==> config.mk <==
export PLATFORM = sky130hd
export DESIGN_NAME = element_delay_accumulator
export DESIGN_NICKNAME = d
export VERILOG_FILES = /design/src/rtl/element_delay_accumulator_pkg.sv /design/src/rtl/element_delay_accumulator_step.sv /design/src/rtl/element_delay_accumulator.sv
export SDC_FILE = /design/constraint.sdc
export NUM_CORES = 1
export LEC_CHECK = 0
export CAP_MARGIN = 20
export CORE_AREA = 10 10 189 279
export DETAILED_ROUTE_END_ITERATION = 10
export DIE_AREA = 0 0 199 289
export PLACE_DENSITY = 0.35
export SYNTH_ARGS = -nofsm -noshare
export SYNTH_HDL_FRONTEND = slang
export SYNTH_SLANG_ARGS = --single-unit
==> constraint.sdc <==
create_clock -name clk -period 8.3 [get_ports clk]
set_clock_uncertainty 0.15 [all_clocks]
set_input_delay 1.245 -clock clk [delete_from_list [all_inputs] [get_ports clk]]
set_output_delay 1.245 -clock clk [all_outputs]
set_load 0.01 [all_outputs]
==> src/rtl/element_delay_accumulator_pkg.sv <==
// -----------------------------------------------------------------------------
// element_delay_accumulator_pkg
// Shared definitions for the K_n increment-term path: default geometry,
// derived widths of the K_n term and of the squared-delay residual, and the
// accumulator state encoding. The increment-term calculator takes its term
// width from here as well.
// -----------------------------------------------------------------------------
package element_delay_accumulator_pkg;

    localparam int DEF_DW_INTEGER  = 18;
    localparam int DEF_DW_FRACTION = 6;
    localparam int DEF_DW_DELAY    = 12;
    localparam int DEF_N_ELEMENTS  = 32;
    localparam int IDX_W           = 6;

    // K_n: sign + integer + fraction bits.
    function automatic int term_width(input int dw_integer, input int dw_fraction);
        return dw_integer + dw_fraction + 1;
    endfunction

    // Residual: two guard bits above K_n so a term can be added to a residual
    // that is still carrying up to one (2d+1) span without wrapping.
    function automatic int resid_width(input int dw_integer, input int dw_fraction);
        return dw_integer + dw_fraction + 3;
    endfunction

    localparam int TERM_W  = term_width(DEF_DW_INTEGER, DEF_DW_FRACTION);
    localparam int RESID_W = resid_width(DEF_DW_INTEGER, DEF_DW_FRACTION);

    typedef enum logic [1:0] {
        ST_IDLE      = 2'd0,
        ST_WAIT_TERM = 2'd1,
        ST_ADJUST    = 2'd2,
        ST_OUTPUT    = 2'd3
    } acc_state_t;

endpackage

==> src/rtl/element_delay_accumulator_step.sv <==
// -----------------------------------------------------------------------------
// delay_step_unit
// One side (+n or -n) of the delay accumulator. Holds the integer delay d and
// the residual E = (d_init^2 + sum K) - d^2 in fixed point, and walks d by one
// sample per enabled cycle so that 0 <= E < (2d+1) holds once settled.
//
// Ports
//   clk, rst     clock, asynchronous active-low reset
//   load         restart: d = d_init, E = 0 (highest priority)
//   d_init       centre-element delay
//   add_en       add the sign-extended term to E
//   term         signed K_n for this side
//   step_en      permit one square-root step this cycle
//   d            current integer delay
//   settled      no step is needed (combinational on current d/E)
//   clamped      a step this cycle hit d == 0 or d == max (one-cycle flag)
// -----------------------------------------------------------------------------
module delay_step_unit
    import element_delay_accumulator_pkg::*;
#(
    parameter int DW_DELAY    = DEF_DW_DELAY,
    parameter int DW_FRACTION = DEF_DW_FRACTION,
    parameter int TERM_W      = element_delay_accumulator_pkg::TERM_W,
    parameter int RESID_W     = element_delay_accumulator_pkg::RESID_W
) (
    input  logic                      clk,
    input  logic                      rst,
    input  logic                      load,
    input  logic [DW_DELAY-1:0]       d_init,
    input  logic                      add_en,
    input  logic signed [TERM_W-1:0]  term,
    input  logic                      step_en,
    output logic [DW_DELAY-1:0]       d,
    output logic                      settled,
    output logic                      clamped
);

    localparam int PAD = RESID_W - DW_DELAY - 1;
    localparam logic [DW_DELAY-1:0] D_MAX = '1;

    logic [DW_DELAY-1:0]       d_reg, d_next;
    logic signed [RESID_W-1:0] e_reg, e_next;
    logic [DW_DELAY-1:0]       d_minus_one;
    logic signed [RESID_W-1:0] up_span, dn_span, term_ext;
    logic                      need_up, need_dn;

    // (2d+1) and (2d-1) aligned to the residual's fraction point. {d,1} is 2d+1
    // and {d-1,1} is 2d-1; the d == 0 case of the latter is never used because
    // stepping down from zero clamps instead.
    assign d_minus_one = d_reg - DW_DELAY'(1);
    assign up_span  = $signed({{PAD{1'b0}}, d_reg, 1'b1}) << DW_FRACTION;
    assign dn_span  = $signed({{PAD{1'b0}}, d_minus_one, 1'b1}) << DW_FRACTION;
    assign term_ext = {{(RESID_W-TERM_W){term[TERM_W-1]}}, term};

    assign need_up = (e_reg >= up_span);
    assign need_dn = e_reg[RESID_W-1];
    assign settled = !need_up && !need_dn;

    always_comb begin
        d_next  = d_reg;
        e_next  = e_reg;
        clamped = 1'b0;
        if (load) begin
            d_next = d_init;
            e_next = '0;
        end else if (add_en) begin
            e_next = e_reg + term_ext;
        end else if (step_en) begin
            if (need_up) begin
                if (d_reg == D_MAX) begin
                    // Zeroing E forces the side to settle at the rail.
                    e_next  = '0;
                    clamped = 1'b1;
                end else begin
                    e_next = e_reg - up_span;
                    d_next = d_reg + DW_DELAY'(1);
                end
            end else if (need_dn) begin
                if (d_reg == '0) begin
                    e_next  = '0;
                    clamped = 1'b1;
                end else begin
                    e_next = e_reg + dn_span;
                    d_next = d_minus_one;
                end
            end
        end
    end

    always_ff @(posedge clk or negedge rst) begin
        if (!rst) begin
            d_reg <= '0;
            e_reg <= '0;
        end else begin
            d_reg <= d_next;
            e_reg <= e_next;
        end
    end

    assign d = d_reg;

endmodule

==> src/rtl/element_delay_accumulator.sv <==
// -----------------------------------------------------------------------------
// element_delay_accumulator
// Consumer of the K_n increment-term handshake. Each accepted term pair is
// folded into the +n and -n squared-delay residuals; two step units then walk
// their integer delays to floor(sqrt(d_init^2 + sum K)) and the pair is
// offered to the delay bank over a valid/ack handshake.
//
// Ports
//   clk, rst              clock, asynchronous active-low reset
//   initiate, d_init      start an acquisition with centre delay d_init (IDLE)
//   term_pos, term_neg    signed K_n for +n / -n
//   term_ready, term_ack  term handshake; ack is a one-cycle pulse
//   delay_pos, delay_neg  integer delays for element +-(n+1)
//   element_idx           n of the term behind the current output
//   delay_valid/_ack      output handshake; valid held until ack
//   done                  one-cycle pulse after the last element is acked
//   range_error           sticky clamp flag, cleared by the next initiate
// -----------------------------------------------------------------------------
module element_delay_accumulator
    import element_delay_accumulator_pkg::*;
#(
    parameter int DW_INTEGER  = DEF_DW_INTEGER,
    parameter int DW_FRACTION = DEF_DW_FRACTION,
    parameter int DW_DELAY    = DEF_DW_DELAY,
    parameter int N_ELEMENTS  = DEF_N_ELEMENTS
) (
    input  logic                                  clk,
    input  logic                                  rst,
    input  logic                                  initiate,
    input  logic [DW_DELAY-1:0]                   d_init,
    input  logic signed [DW_INTEGER+DW_FRACTION:0] term_pos,
    input  logic signed [DW_INTEGER+DW_FRACTION:0] term_neg,
    input  logic                                  term_ready,
    output logic                                  term_ack,
    output logic [DW_DELAY-1:0]                   delay_pos,
    output logic [DW_DELAY-1:0]                   delay_neg,
    output logic [IDX_W-1:0]                      element_idx,
    output logic                                  delay_valid,
    input  logic                                  delay_ack,
    output logic                                  done,
    output logic                                  range_error
);

    localparam int K_W = term_width(DW_INTEGER, DW_FRACTION);
    localparam int E_W = resid_width(DW_INTEGER, DW_FRACTION);
    localparam logic [IDX_W-1:0] IDX_LAST = IDX_W'(N_ELEMENTS - 1);

    acc_state_t state_reg, state_next;

    logic [IDX_W-1:0] idx_reg;
    logic             term_ack_reg, delay_valid_reg, done_reg, range_error_reg;

    logic signed [K_W-1:0]    term_side [2];
    logic [DW_DELAY-1:0]      d_side    [2];
    logic [1:0]               settled_side, clamped_side;

    logic load_en, add_en, step_en, all_settled, out_ack, is_last;

    assign load_en     = (state_reg == ST_IDLE) && initiate;
    assign add_en      = (state_reg == ST_WAIT_TERM) && term_ready;
    assign step_en     = (state_reg == ST_ADJUST);
    assign out_ack     = (state_reg == ST_OUTPUT) && delay_ack;
    assign all_settled = &settled_side;
    assign is_last     = (idx_reg == IDX_LAST);

    assign term_side[0] = term_pos;
    assign term_side[1] = term_neg;

    // Side 0 is +n, side 1 is -n; both step in lock-step on the same enables.
    genvar gi;
    generate
        for (gi = 0; gi < 2; gi++) begin : g_side
            delay_step_unit #(
                .DW_DELAY   (DW_DELAY),
                .DW_FRACTION(DW_FRACTION),
                .TERM_W     (K_W),
                .RESID_W    (E_W)
            ) u_step (
                .clk    (clk),
                .rst    (rst),
                .load   (load_en),
                .d_init (d_init),
                .add_en (add_en),
                .term   (term_side[gi]),
                .step_en(step_en),
                .d      (d_side[gi]),
                .settled(settled_side[gi]),
                .clamped(clamped_side[gi])
            );
        end
    endgenerate

    always_ff @(posedge clk or negedge rst) begin
        if (!rst) begin
            state_reg <= ST_IDLE;
        end else begin
            state_reg <= state_next;
        end
    end

    always_comb begin
        state_next = state_reg;
        case (state_reg)
            ST_IDLE:      if (initiate)    state_next = ST_WAIT_TERM;
            ST_WAIT_TERM: if (term_ready)  state_next = ST_ADJUST;
            ST_ADJUST:    if (all_settled) state_next = ST_OUTPUT;
            ST_OUTPUT:    if (delay_ack)   state_next = is_last ? ST_IDLE : ST_WAIT_TERM;
            default:                       state_next = ST_IDLE;
        endcase
    end

    always_ff @(posedge clk or negedge rst) begin
        if (!rst) begin
            idx_reg         <= '0;
            term_ack_reg    <= 1'b0;
            delay_valid_reg <= 1'b0;
            done_reg        <= 1'b0;
            range_error_reg <= 1'b0;
        end else begin
            term_ack_reg <= add_en;
            done_reg     <= out_ack && is_last;

            // Settledness is evaluated in the same ADJUST cycle that would
            // otherwise step, so a zero-step term goes straight to OUTPUT.
            if (step_en && all_settled) begin
                delay_valid_reg <= 1'b1;
            end else if (out_ack) begin
                delay_valid_reg <= 1'b0;
            end

            if (load_en) begin
                idx_reg <= '0;
            end else if (out_ack && !is_last) begin
                idx_reg <= idx_reg + IDX_W'(1);
            end

            if (load_en) begin
                range_error_reg <= 1'b0;
            end else if (|clamped_side) begin
                range_error_reg <= 1'b1;
            end
        end
    end

    assign term_ack    = term_ack_reg;
    assign delay_valid = delay_valid_reg;
    assign done        = done_reg;
    assign range_error = range_error_reg;
    assign element_idx = idx_reg;
    assign delay_pos   = d_side[0];
    assign delay_neg   = d_side[1];

endmodule

== Word level (Yosys, flattened, before mapping) ==
Cells that the tools add are included.
Storage, ports and cells
  word-level logic and storage cells: 126
  output and inout bits: 34
  bits in registers: 90
  input bits: 67
Cells by class
  order comparisons: 2
  reduce and logical (&&, ||, !) cells: 32
  equal/unequal tests: 15
  muxes and demuxes: 54
  add/subtract/negate cells: 11
Operator list (number)
  27-bit 2-to-1 mux: 14
  12-bit 2-to-1 mux: 14
  27-bit by 20-bit adder with 27-bit output: 2
  27-bit by 25-bit adder with 27-bit output: 2
  27-bit by 20-bit >= comparator with 1-bit output: 2
  27-bit by 20-bit subtractor with 27-bit output: 2
  12-bit by 1-bit adder with 12-bit output, second input constant: 2
  12-bit equality test, second input constant: 2
  12-bit zero test: 2
  12-bit by 1-bit subtractor with 12-bit output, second input constant: 2
  1-bit 2-to-1 mux: 19
  6-bit 2-to-1 mux: 2
  5-bit AND reduction: 2
  3-bit nonzero test: 3
  1-bit logical AND: 8
  2-bit 2-to-1 mux: 4
  2-bit case mux with 4 select lines: 1
  2-bit nonzero test: 4
  4-bit nonzero test: 2
  6-bit by 1-bit adder with 6-bit output, second input constant: 1
  6-bit by 5-bit equality test with 1-bit output, second input constant: 1
  2-bit inequality test, second input constant: 3
  3-bit by 2-bit inequality test with 1-bit output, second input constant: 2
  2-bit AND reduction: 3
  9 further kinds: 15

== Logic depth before layout (Yosys ltp) ==
  depth after elaboration: 10
  gate-level depth with buffers: 16
  depth with buffers taken out: 15

== Hierarchy ==
Synthesis repeated with hierarchy kept, for this count alone.
Second synthesis, totals
  cells, all modules: 1389
  area total of the unflattened synthesis: 11314.6 um^2
By module, submodules not included
  delay_step_unit (g_side[1].u_step): times used 1, cells each 665, seq. area each 975.9 um^2, area an instance 5352.6 um^2
  delay_step_unit (g_side[0].u_step): times used 1, cells each 663, seq. area each 975.9 um^2, area an instance 5305.1 um^2
  element_delay_accumulator: times used 1, cells each 61, seq. area each 300.3 um^2, area an instance 656.9 um^2

== Worst setup path after synthesis ==
OpenSTA, ideal clock, no wires.
  path kind: in2reg
  from: input term_pos[4]
  to: register g_side[0].u_step.e_reg[25]
  path buffers: 0
  data arrival time: 3479 ps
  stages: 9
  required time: 8018 ps
  setup slack: 4539 ps
  setup time: 132 ps
  cells stage by stage: ha_1 or4_1 a21oi_1 o32ai_1 o21ai_0 o21ai_1 or4b_2 a31oi_1 a211oi_1
Between the ends
  cells in the longest elaborated chain, start to end: 3
RTL lines
  start, declared: line element_delay_accumulator.sv:31  | input logic signed [DW_INTEGER+DW_FRACTION:0] term_pos,
  27-bit by 25-bit adder with 27-bit output: line element_delay_accumulator_step.sv:67  | e_next = e_reg + term_ext;
  27-bit 2-to-1 mux: line element_delay_accumulator_step.sv:66  | end else if (add_en) begin
  27-bit 2-to-1 mux: line element_delay_accumulator_step.sv:63  | if (load) begin
  end signal, assigned: line element_delay_accumulator_step.sv:96  | e_reg <= e_next;
  end, declared: line element_delay_accumulator_step.sv:42  | logic signed [RESID_W-1:0] e_reg, e_next;
No other way between the ends.
A chain may end at the register's enable or synchronous reset.

== Worst setup path after layout ==
  from: register g_side[0].u_step.d_reg[2]
  to: register g_side[0].u_step.e_reg[24]
Between the ends
  cells in the longest elaborated chain, start to end: 8
  elaborated cells on any way between the ends: 15
  classes of those cells: add/sub (3); order compare (1); eq/ne (1); mux (7); reduce/logical (3)
RTL lines
  start, declared: line element_delay_accumulator_step.sv:41  | logic [DW_DELAY-1:0] d_reg, d_next;
  start signal, assigned: line element_delay_accumulator_step.sv:95  | d_reg <= d_next;
  12-bit by 1-bit subtractor with 12-bit output: line element_delay_accumulator_step.sv:50  | assign d_minus_one = d_reg - DW_DELAY'(1);
  27-bit by 20-bit adder with 27-bit output: line element_delay_accumulator_step.sv:83  | e_next = e_reg + dn_span;
  27-bit 2-to-1 mux: line element_delay_accumulator_step.sv:79  | if (d_reg == '0) begin
  27-bit 2-to-1 mux: line element_delay_accumulator_step.sv:78  | end else if (need_dn) begin
  27-bit 2-to-1 mux: line element_delay_accumulator_step.sv:69  | if (need_up) begin
  27-bit 2-to-1 mux: line element_delay_accumulator_step.sv:68  | end else if (step_en) begin
  27-bit 2-to-1 mux: line element_delay_accumulator_step.sv:66
  27-bit 2-to-1 mux: line element_delay_accumulator_step.sv:63
Several ways; a longest one is shown, not always the timed one. The select of a mux whose other input is x is not followed.

==> flow_summary.toml <==
[synth]
synthTopCellsByArea = "dfrtp_1 21%, ha_1 14%, a21oi_1 6.8%, xnor2_1 6.7%, nor2_1 4.0%"
synth.ff_latch_count = 90
synth-xor-area-share = 0.101
ys_types = 77
yosysTopAreaCellShare = 0.208
synth_enable_flop_cells = 0
adder_cell_fraction_of_synth_area = 0.144
synthesis.yosys.warnings = 0
post_synth_design_cell_area_um2 = 10800
syn-mean-instance-area_um2 = 7.79
synth_top_family_by_area = "compound AO/OA/AOI/OAI gates"
ys.flop_type = "dfrtp_1"
yosys.area.top_type = "dfrtp_1"
synthArstFlopShare = 1.00
post_synth_and_or_nand_nor_area_fraction = 0.198
seq_area_frac_synth = 0.208
synth_compound_area_frac = 0.294
yosys-mux-area-fraction = 0.0125
postSynthNetCount = 1578
synthCells = 1389

[setup_path]
critical_path_required_ns = 8.41
rrSetupSlack_ns = 3.74
critical_path_peak_fanout = 9
critical_path_source = "g_side[0].u_step.d[2]"
path_class = "reg2reg"
timing.critical_path.cells = "nor3_1 > nand2_1 > nor2_1 > nand2_1 > xnor2_1 > ha_1 > and4_1 > nand3_1 > a211oi_1 > o21ai_0 > a221oi_1 > o31ai_1 > a211o_1"
cp_num_buf_inv = 0
critical_path.most_common_cell = "nand2_1"
setup.worst_path.start_class = "register"
worst_path_max_delay_cell = "a211oi_1"
worst_setup_path_end = "g_side[0].u_step.e_reg[24]"
critical_path.reg2reg.startpoint = "g_side[0].u_step.d[2]"
levels_on_crit_path = 13
r2r.worst_path.cells = 13
critical-path-max-stage-delay_ns = 0.56
arr_time_crit_path_ns = 4.68
category_of_the_worst_setup_path_capture_point = "register"
r2r_end = "g_side[0].u_step.e_reg[24]"
cp_top_family = "compound AO/OA/AOI/OAI gates"

[timing]
final_hold_viol_count = 0
rsz0062_at_grt = "no"
tns_ns = 0
finalSetupViolations = 0
fmax_mhz = 219
slew_violations = 0
slew-limit-headroom = 0.376
post-route-period-util = 0.550
max_slew.worst_pin.slew_ns = 0.928
final_period_minus_worst_setup_slack_ns = 4.56

[finish]
insertedDiodeCount = 0
largest_register_ffs = 54
layout_common_cells = "148 x a21oi_1, 118 x ha_1, 114 x nor2_1"
filler_cell_count = 5287
fin_nets = 1653
final_layout_size_suffix_gt1_frac = 0.0354
mostFrequentLayoutCell = "a21oi_1"
post_layout_nonfiller_instances = 2069
layout_stage_area_growth_over_the_synthesis_result_pct = 18.1
final_cell_area_um2 = 12800

[power]
leakagePower_uw = 0.00535
power.density_nw_per_um2 = 492
vdd_drop_max_uv = 161

[clocking]
clk_pin_slew_worst_paths_ns = 0.08
cts_buffers = 9
total_setup_buffers_inserted_after_cts = 0
h_tree_levels = 3
cts_hold_buf = 0
clock-sinks = 90
clock_root_cell = "clkbuf_16"
cts_tree = "yes"
insertion_delay_ns = 0.38
max_root_sink_buffers = 2
cts.repair.resized = 0

[floorplan]
core.rowCount = 98
initial_utilization = 0.227
fp.dieW_um = 199
fp.coreArea_um2 = 47600
io_pins = 101
dieArea_um2 = 57500
chipHeight_um = 289

[global_route]
grt_antenna_before_repair = 0
gr-total-overflow = 0
grt_util_all_layers = 0.167
grt_max_degree = 56
number_of_global_route_vias_before_repair = 11301
first_pass_grt_wire_length_um = 71400

[drt]
wl_per_cell_um = 23.3
postRouteAntennaNets = 0
detailroute.via_count = 10988
dr.pass1.iters = 5
finalWirelength_um = 48300
vias_per_cell = 5.31
drc = 0
drt_iter0_markers = 593

[run]
timing.max_cap.violations = 0

[placed_design]
total_placed_cells_including_tap_cells = 2053
gp_weighted_congestion = 0.876
placement.io_buffers = 100
dp.final_hpwl_um = 38900
post_dp_cell_area_um2 = 12500

[hold_path]
min-delay-path-class = "reg2reg"

[outcome]
status = "finished, final reports clean"
-- routing by layer --
layer  vias to the layer above  global-route usage  wire [µm]
li1                       5363                   -          -
met1                      5329               0.165      17300
met2                       220               0.330      27400
met3                        76              0.0163       1110
met4                         0              0.0901       2470
met5                         -                   0          0
-- cell type report --
type	instances	area [µm²]	share of cell area
multi-input combinational	1184	8120	0.636
sequential	90	2250	0.176
timing repair buffer	114	1100	0.0862
clock inverter	5	62.6	0.00490
tap	600	751	0.0588
clock buffer	11	243	0.0190
inverter	65	244	0.0191
-- cell families (layout without fill, tap and decap cells) --
| kind of cell | count (synthesis) | count (layout) |
|---|---|---|
| AOI/OAI and AO/OA | 491 | 491 |
| xor gates and xnor gates | 125 | 125 |
| adders and majority gates | 122 | 122 |
| buffers and inverters | 115 | 195 |
| DFF | 90 | 90 |
| muxes | 13 | 13 |
| and+or+nand+nor | 433 | 433 |
-- synthesized netlist by cell type, drive strengths merged, types with 37 or more instances --
cell	count
nand2	106
xor2	42
clkbuf	39
o21ai	88
xnor2	83
ha	118
a21o	48
nand3	37
nor2	114
inv	64
a21oi	150
dfrtp	90
-- metrics by stage --
| stage | hold WS [ns] | worst slack [ns] | power, µW | utilization |
|---|---|---|---|---|
| 3_3_place_gp | 0.341 | 3.59 | 5870 | 0.262 |
| 3_5_place_dp | 0.345 | 3.56 | 5850 | 0.262 |
| 2_1_floorplan | 0.318 | 4.54 | 4230 | - |
| 6_report | 0.365 | 3.74 | 6280 | 0.268 |
| 5_1_grt | 0.384 | 3.58 | 6820 | 0.268 |
| 4_1_cts | 0.363 | 3.81 | 6340 | 0.268 |
-- how the worst min path moves through the flow --
stage | startpoint | end | slack (ns) | depth (start not counted)
3_5_place_dp | delay_valid | delay_valid | 0.35 | 1
6_report | delay_valid | delay_valid | 0.36 | 1
3_3_place_gp | delay_valid | delay_valid | 0.34 | 1
5_1_grt | delay_valid | delay_valid | 0.38 | 1
4_1_cts | delay_valid | delay_valid | 0.36 | 1
2_1_floorplan | g_side[1].u_step.e_reg[5] | g_side[1].u_step.e_reg[5] | 0.32 | 2
-- report_power, final --
part | leakage, µW | switching [µW] | internal (µW) | total [µW]
clock | 0.000142 | 217 | 244 | 461
sequential | 0.00111 | 442 | 629 | 1070
combinational | 0.00409 | 2860 | 1890 | 4750
total | 0.00535 | 3520 | 2760 | 6280
No activity file was read; power rests on OpenSTA's default activity.
